### src/rtl/pe_result_drain.sv
// Result drain stage behind the per-PE accumulator: rebuilds the result strobe from the
// delayed flush, canonicalises each captured result and buffers it in a show-ahead FIFO.
module pe_result_drain #(
  parameter int RESULT_WIDTH          = 16,
  parameter int RESULT_EXPONENT_WIDTH = 5,
  parameter int ACCUM_LATENCY         = 6,
  parameter int FIFO_DEPTH            = 4,
  parameter int RELU_ENABLE           = 0
) (
  input  logic                          clock,
  input  logic                          resetn,
  input  logic                          i_flush_accumulator,
  input  logic [RESULT_WIDTH-1:0]       i_result,
  output logic [RESULT_WIDTH-1:0]       o_data,
  output logic                          o_valid,
  input  logic                          i_ready,
  output logic                          o_overflow,
  input  logic                          i_clear_overflow,
  output logic [$clog2(FIFO_DEPTH):0]   o_level
);

  localparam int PTR_W = $clog2(FIFO_DEPTH);
  localparam int LVL_W = PTR_W + 1;

  logic [ACCUM_LATENCY-1:0] dly_q, dly_d;
  logic [RESULT_WIDTH-1:0]  mem_q [FIFO_DEPTH];
  logic [PTR_W-1:0]         wr_ptr_q, rd_ptr_q;
  logic [LVL_W-1:0]         level_q, level_d;
  logic                     ovf_q, ovf_d;
  logic [RESULT_WIDTH-1:0]  canon_s;
  logic                     cap_s, full_s, pop_s, push_s, drop_s;

  // Flush delay line: its last stage lines up with the accumulator's final result.
  always_comb begin
    dly_d    = dly_q;
    dly_d[0] = i_flush_accumulator;
    for (int i = 1; i < ACCUM_LATENCY; i++) begin
      dly_d[i] = dly_q[i-1];
    end
  end

  assign cap_s = dly_q[ACCUM_LATENCY-1];

  // Zero exponent means zero (drops the sign of -0); optional ReLU clamps negatives.
  always_comb begin
    canon_s = i_result;
    if (i_result[RESULT_WIDTH-2 -: RESULT_EXPONENT_WIDTH] == '0) begin
      canon_s = '0;
    end else if ((RELU_ENABLE != 0) && i_result[RESULT_WIDTH-1]) begin
      canon_s = '0;
    end else begin
      canon_s = i_result;
    end
  end

  assign full_s  = (level_q == LVL_W'(FIFO_DEPTH));
  assign o_valid = (level_q != '0);
  assign pop_s   = o_valid && i_ready;
  assign push_s  = cap_s && (!full_s || pop_s);
  assign drop_s  = cap_s && full_s && !pop_s;
  assign o_data  = mem_q[rd_ptr_q];
  assign o_level = level_q;
  assign o_overflow = ovf_q;

  always_comb begin
    level_d = level_q;
    case ({push_s, pop_s})
      2'b10:   level_d = level_q + LVL_W'(1);
      2'b01:   level_d = level_q - LVL_W'(1);
      default: level_d = level_q;
    endcase
    ovf_d = ovf_q;
    if (drop_s) begin
      ovf_d = 1'b1;
    end else if (i_clear_overflow) begin
      ovf_d = 1'b0;
    end else begin
      ovf_d = ovf_q;
    end
  end

  always_ff @(posedge clock or negedge resetn) begin
    if (!resetn) begin
      dly_q    <= '0;
      wr_ptr_q <= '0;
      rd_ptr_q <= '0;
      level_q  <= '0;
      ovf_q    <= 1'b0;
      for (int i = 0; i < FIFO_DEPTH; i++) begin
        mem_q[i] <= '0;
      end
    end else begin
      dly_q   <= dly_d;
      level_q <= level_d;
      ovf_q   <= ovf_d;
      if (push_s) begin
        mem_q[wr_ptr_q] <= canon_s;
        wr_ptr_q        <= wr_ptr_q + PTR_W'(1);
      end
      if (pop_s) begin
        rd_ptr_q <= rd_ptr_q + PTR_W'(1);
      end
    end
  end

endmodule

### config.mk
export PLATFORM = sky130hd
export DESIGN_NAME = pe_result_drain
export DESIGN_NICKNAME = d
export VERILOG_FILES = /design/src/rtl/pe_result_drain.sv
export SDC_FILE = /design/constraint.sdc
export NUM_CORES = 1
export LEC_CHECK = 0
export ABC_AREA = 1
export BUFFER_PORTS_ARGS = -buffer_cell sky130_fd_sc_hd__buf_2
export CORE_MARGIN = 3
export CORE_UTILIZATION = 48
export DETAILED_ROUTE_END_ITERATION = 10
export PLACE_DENSITY_LB_ADDON = 0.08
export SETUP_SLACK_MARGIN = 0.3
export SKIP_LAST_GASP = 1
export SLEW_MARGIN = 20
export SYNTH_ARGS = -nofsm -noshare
export SYNTH_HDL_FRONTEND = slang
export SYNTH_SLANG_ARGS = --single-unit
### constraint.sdc
create_clock -name clock -period 3.5 [get_ports clock]
set_input_delay 0.35 -clock clock [delete_from_list [all_inputs] [get_ports clock]]
set_output_delay 0.35 -clock clock [all_outputs]
set_load 0.01 [all_outputs]
After elaboration in Yosys (flattened, before gate mapping)
Index checks and enable logic that the tools add are counted.
Widths: inputs -> output; s select.
{"block": "totals", "latch_bits": 0, "n_memories": 0, "word_cells": 43, "ram_bits": 0, "out_inout_bits": 21, "regBits": 78, "mem_bits_ro": 0, "inputBits": 21}
{"block": "op_classes", "add_sub_neg": 4, "reduce_logical": 12, "eq_ne": 3, "n_mux": 10, "n_shift": 0, "order_cmp": 3, "n_div": 0, "bitwise": 2, "n_mul": 0}
{"cell": "$bwmux 64", "count": 1}
{"cell": "$mux 16", "count": 4}
{"cell": "$bmux 16 s2", "count": 1}
{"cell": "$demux 16 s2", "count": 1}
{"cell": "$ge 3x3->1 const B", "count": 2}
{"cell": "$not 2->3", "count": 2}
{"cell": "$pmux 3 s2", "count": 1}
{"cell": "$logic_and 1x1->1", "count": 5}
{"cell": "$logic_not 5->1", "count": 1}
{"cell": "$add 2x1->2 const B", "count": 2}
{"cell": "$reduce_bool 2->1", "count": 2}
{"cell": "$add 3x1->3 const B", "count": 1}
{"cell": "$eq 3x3->1 const B", "count": 1}
{"cell": "$lt 3x1->1 const B", "count": 1}
{"cell": "$reduce_bool 3->1", "count": 1}
{"cell": "$sub 3x1->3 const B", "count": 1}
{"cell": "$eq 2x1->1 const B", "count": 1}
{"cell": "$eq 2x2->1 const B", "count": 1}
{"cell": "$logic_not 1->1", "count": 2}
{"cell": "$mux 1", "count": 2}
{"cell": "$logic_or 1x1->1", "count": 1}

Depth between registers and ports, before layout
{"block": "logic_depth", "depth_word": 6, "depth_mapped": 9, "mapped_depth_nobuf": 9}

Worst setup path after synthesis
Ideal clock, no wire load.
{"block": "synth_timing", "kind": "register to register", "start": "register level_q[2], in the netlist o_level[2]", "end": "register level_q[1], in the netlist o_level[1]", "path_stages_with_launch": 8, "arrival_ps": 1408, "setup_slack_ps": 1965, "required_ps": 3373, "synth_period_minus_slack_ps": 1535, "setup_time_ps": 127, "n_path_buf": 0, "cell_sequence": "dfrtp_1 -> inv_1 -> a21oi_1 -> nand2_1 -> fa_1 -> inv_1 -> nand2_1 -> o21ai_0"}
{"block": "synth_via", "elab_chain_len": 6, "elab_cells_between_ends": 10, "classes_between": "3 x eq/ne; 1 x mux; 6 x reduce/logical"}
{"item": "start: declaration", "line": "28", "source": "logic [LVL_W-1:0] level_q, level_d;"}
{"item": "start signal: assignment", "line": "94", "source": "level_q <= level_d;"}
{"item": "$eq 3x3->1 or $reduce_bool 3->1 (tied branches)", "line": "56, 57"}
{"item": "$logic_not 1->1 or $logic_and 1x1->1 (tied branches)", "line": "59, 58"}
{"item": "$logic_or 1x1->1", "line": "59", "source": "assign push_s = cap_s && (!full_s || pop_s);"}
{"item": "$logic_and 1x1->1", "line": "59"}
{"item": "$eq 2x1->1 or $eq 2x2->1 (tied branches)", "line": "67", "source": "case ({push_s, pop_s})"}
{"item": "$pmux 3 s2 or $reduce_bool 2->1 (tied branches)"}
Parallel ways exist; a longest one is shown, timed or not.
A chain may end at the register's enable or synchronous reset.

Worst setup path after layout
{"block": "layout_timing", "start": "register rd_ptr_q[1]", "end": "output port o_data[12]"}
{"block": "layout_via", "elab_chain_len": 4}
{"item": "start: declaration", "line": "27", "source": "logic [PTR_W-1:0] wr_ptr_q, rd_ptr_q;"}
{"item": "start signal: assignment", "line": "101", "source": "rd_ptr_q <= rd_ptr_q + PTR_W'(1);"}
{"item": "$not 2->3 (implied by the code)", "line": "61", "source": "assign o_data = mem_q[rd_ptr_q];"}
{"item": "$bmux 16 s2", "line": "61"}
{"item": "$mux 16 (implied by the code) (2 in a row)", "line": "61"}
{"item": "end: declaration", "line": "14", "source": "output logic [RESULT_WIDTH-1:0] o_data,"}
Every way passes these cells. The select of a mux whose other input is x is not followed.

==> impl_metrics.yaml <==
outcome:
  status: "finished clean"
critical_path:
  crit_path_end: "o_data[12]"
  ff2ff_setup_slack_ns: 1.85
  critPathKind: "flip-flop to output pin"
  r2r_start: "o_level[2]"
  r2r_cells: 7
  cp-start-kind: "flip-flop"
  cp_slowest_stage_delay_ns: 0.61
  r2r_end: "o_level[1]"
  path_max_fanout: 18
  worstPathCellList: "inv_1 > o21ai_0 > o22ai_1 > buf_2"
  cp_slowest_cell: "dfrtp_1"
  critical_path_arrival_ns: 2.00
  crit_start: "rd_ptr_q[1]"
  worst_ep_required_time_ns: 3.15
  endpoint_kind: "output pin"
clocking:
  cts_tree: "done"
  cts.reportedPaths.clkPinSlew_ns: 0.07
  clock_latency_ns: 0.34
  clock-sinks: 78
  cts_max_path_buffers: 2
  cts_root_buf: "clkbuf_8"
  cts_buffers: 9
  htreeDepth: 3
  cts_resized: 0
  cts_setup_buffers: 0
  hold_buffers: 0
timing:
  hold_ws_ns: 0.117
  slew_headroom_pct: 34.4
  hold_violations: 0
  setup_violations: 0
  drv_slew: 0
  fin_skew_ns: 0.0110
  rsz0062_at_grt: "false"
  period_share_pct: 67.0
  tightest_slew_ns: 0.984
  tns_ns: 0
  max_freq_mhz: 426
  fin_crit_ns: 2.35
yosys:
  syn-cell-area_um2: 3720
  synth.most_common_cell: "dfrtp_1"
  yosysWarnings: 0
  yosys.area.top_type: "dfrtp_1"
  ys_seq_elements: 78
  synth_area_leaders: "dfrtp_1 53%, o21ai_2 9.0%, nand2_1 7.6%"
  syn_area_per_cell_um2: 9.91
  netlist_instances: 375
  synth_commonest_cells: "78 x dfrtp_1, 75 x nand2_1, 39 x o21ai_0"
  synth_top_flop_cell: "dfrtp_1"
  synthArstFlopShare_pct: 100
  synth_cell_type_count: 26
  netlist.area_leader.share_pct: 52.5
  synth_nets: 401
  synth-edff-count: 0
  synth_seq_area_share_pct: 52.5
finish:
  nets: 433
  area_growth_pct: 8.92
  diodes: 0
  final_util_pct: 54.9
  drive_above_1_share_pct: 28.4
die:
  die_w_um: 94.0
  die_h_um: 94.0
  rows: 31
  num_io_pins: 42
  start_util_pct: 50.4
  coreArea_um2: 7370
  dieArea_um2: 8830
route:
  totalWireLength_um: 7360
  drc: 0
  num_vias: 2638
  via_per_inst: 5.16
  drt-initial-drc-count: 170
  firstDrtPassIters: 4
  ant_nets: 0
  wire_per_inst_um: 14.4
placement:
  portBuffers: 41
  gp_congestion: 0.750
  place_hpwl_um: 4500
global_routing:
  grt_busiest_layer: "met2"
  grtUsageMet1_pct: 25.0
  grt-ovfl-total: 0
  grt_antenna_before_repair: 0
  grt_pass1_vias: 2554
  grt_pass1_wl_um: 12500
  grt_util_met3_pct: 3.13
  track_usage_pct: 18.1
  grt_max_degree: 79
  use_met2_pct: 28.7
pwr:
  p_per_area_nw_per_um2: 971
  p_leak_nw: 1.94
  ir_drop_v: 0.000526
  total_power_mw: 3.93
job:
  maxCapViolCount: 0
min_path:
  min-delay-path-class: "input port to flip-flop"
==> area by class of cell <==
type | instances | area (µm²)
well taps | 99 | 124
inverters | 18 | 75.1
clock inverters | 6 | 85.1
flip-flops and latches | 78 | 1950
clock buffers | 10 | 138
multi-input cells | 258 | 1460
fillers | 675 | 3320
repair buffers | 42 | 215
==> per-stage QoR <==
stage          area (µm²)  std cells  setup slack (ns)
3_3_place_gp         3820        495              1.50
2_1_floorplan        3720        375              1.97
3_5_place_dp         3820        495              1.49
5_1_grt              4050        511             0.969
4_1_cts              4050        511              1.11
6_report             4050        511              1.15
==> report_power, final <==
group | internal [mW] | switching, mW
combinational | 0.655 | 1.00
sequential | 1.28 | 0.242
clock | 0.418 | 0.325
total | 2.36 | 1.57
==> placed cells by master, fill, tap and decap left out, drive strengths merged <==
cell / n
xor2: 2
fa: 1
a21oi: 1
bufinv: 2
o22ai: 17
ha: 4
clkbuf: 10
buf: 42
dfrtp: 78
o21ai: 98
clkinvlp: 2
nor3: 1
nand3: 5
clkinv: 2
nor2: 36
inv: 18
nand2: 93
==> critical path: cells and delay by family (launching register included) <==
kind | cells | cell delay (ns)
AOI/OAI and AO/OA | 2 | 0.35
DFF | 1 | 0.61
buffers and inverters | 2 | 0.69
==> how the worst min path moves through the flow <==
stage / depth (start not counted) / start / slack [ns] / to
floorplan: 0 / resetn / 0.05 / dly_q[0]
global placement: 0 / dly_q[4] / 0.34 / dly_q[5]
detailed placement: 0 / dly_q[2] / 0.34 / dly_q[3]
CTS: 1 / i_flush_accumulator / 0.1 / dly_q[0]
global route: 1 / i_flush_accumulator / 0.10 / dly_q[0]
finish: 1 / i_flush_accumulator / 0.12 / dly_q[0]
==> state kept, by name, indices dropped and copies added (netlist names) <==
signal and cells:
rd_ptr_q 2, o_level 3, o_overflow 1, dly_q 6, wr_ptr_q 2, mem_q 64
==> cells by family after synthesis <==
| family | count (synthesis) | synth area share (%) |
|---|---|---|
| compound gates | 116 | 20.0 |
| xor+xnor | 2 | 0.471 |
| fa+ha+maj | 5 | 1.89 |
| buf+inv | 39 | 8.22 |
| flops | 78 | 52.5 |
| simple gates | 135 | 16.9 |
==> metal layers <==
layer  vias to the layer above  wire length (µm)
met5                         -                 0
met4                         0                96
met3                         8               255
met2                        36              3430
met1                      1273              3580
li1                       1321                 -
Note: power is estimated with default switching activity, not from simulation.
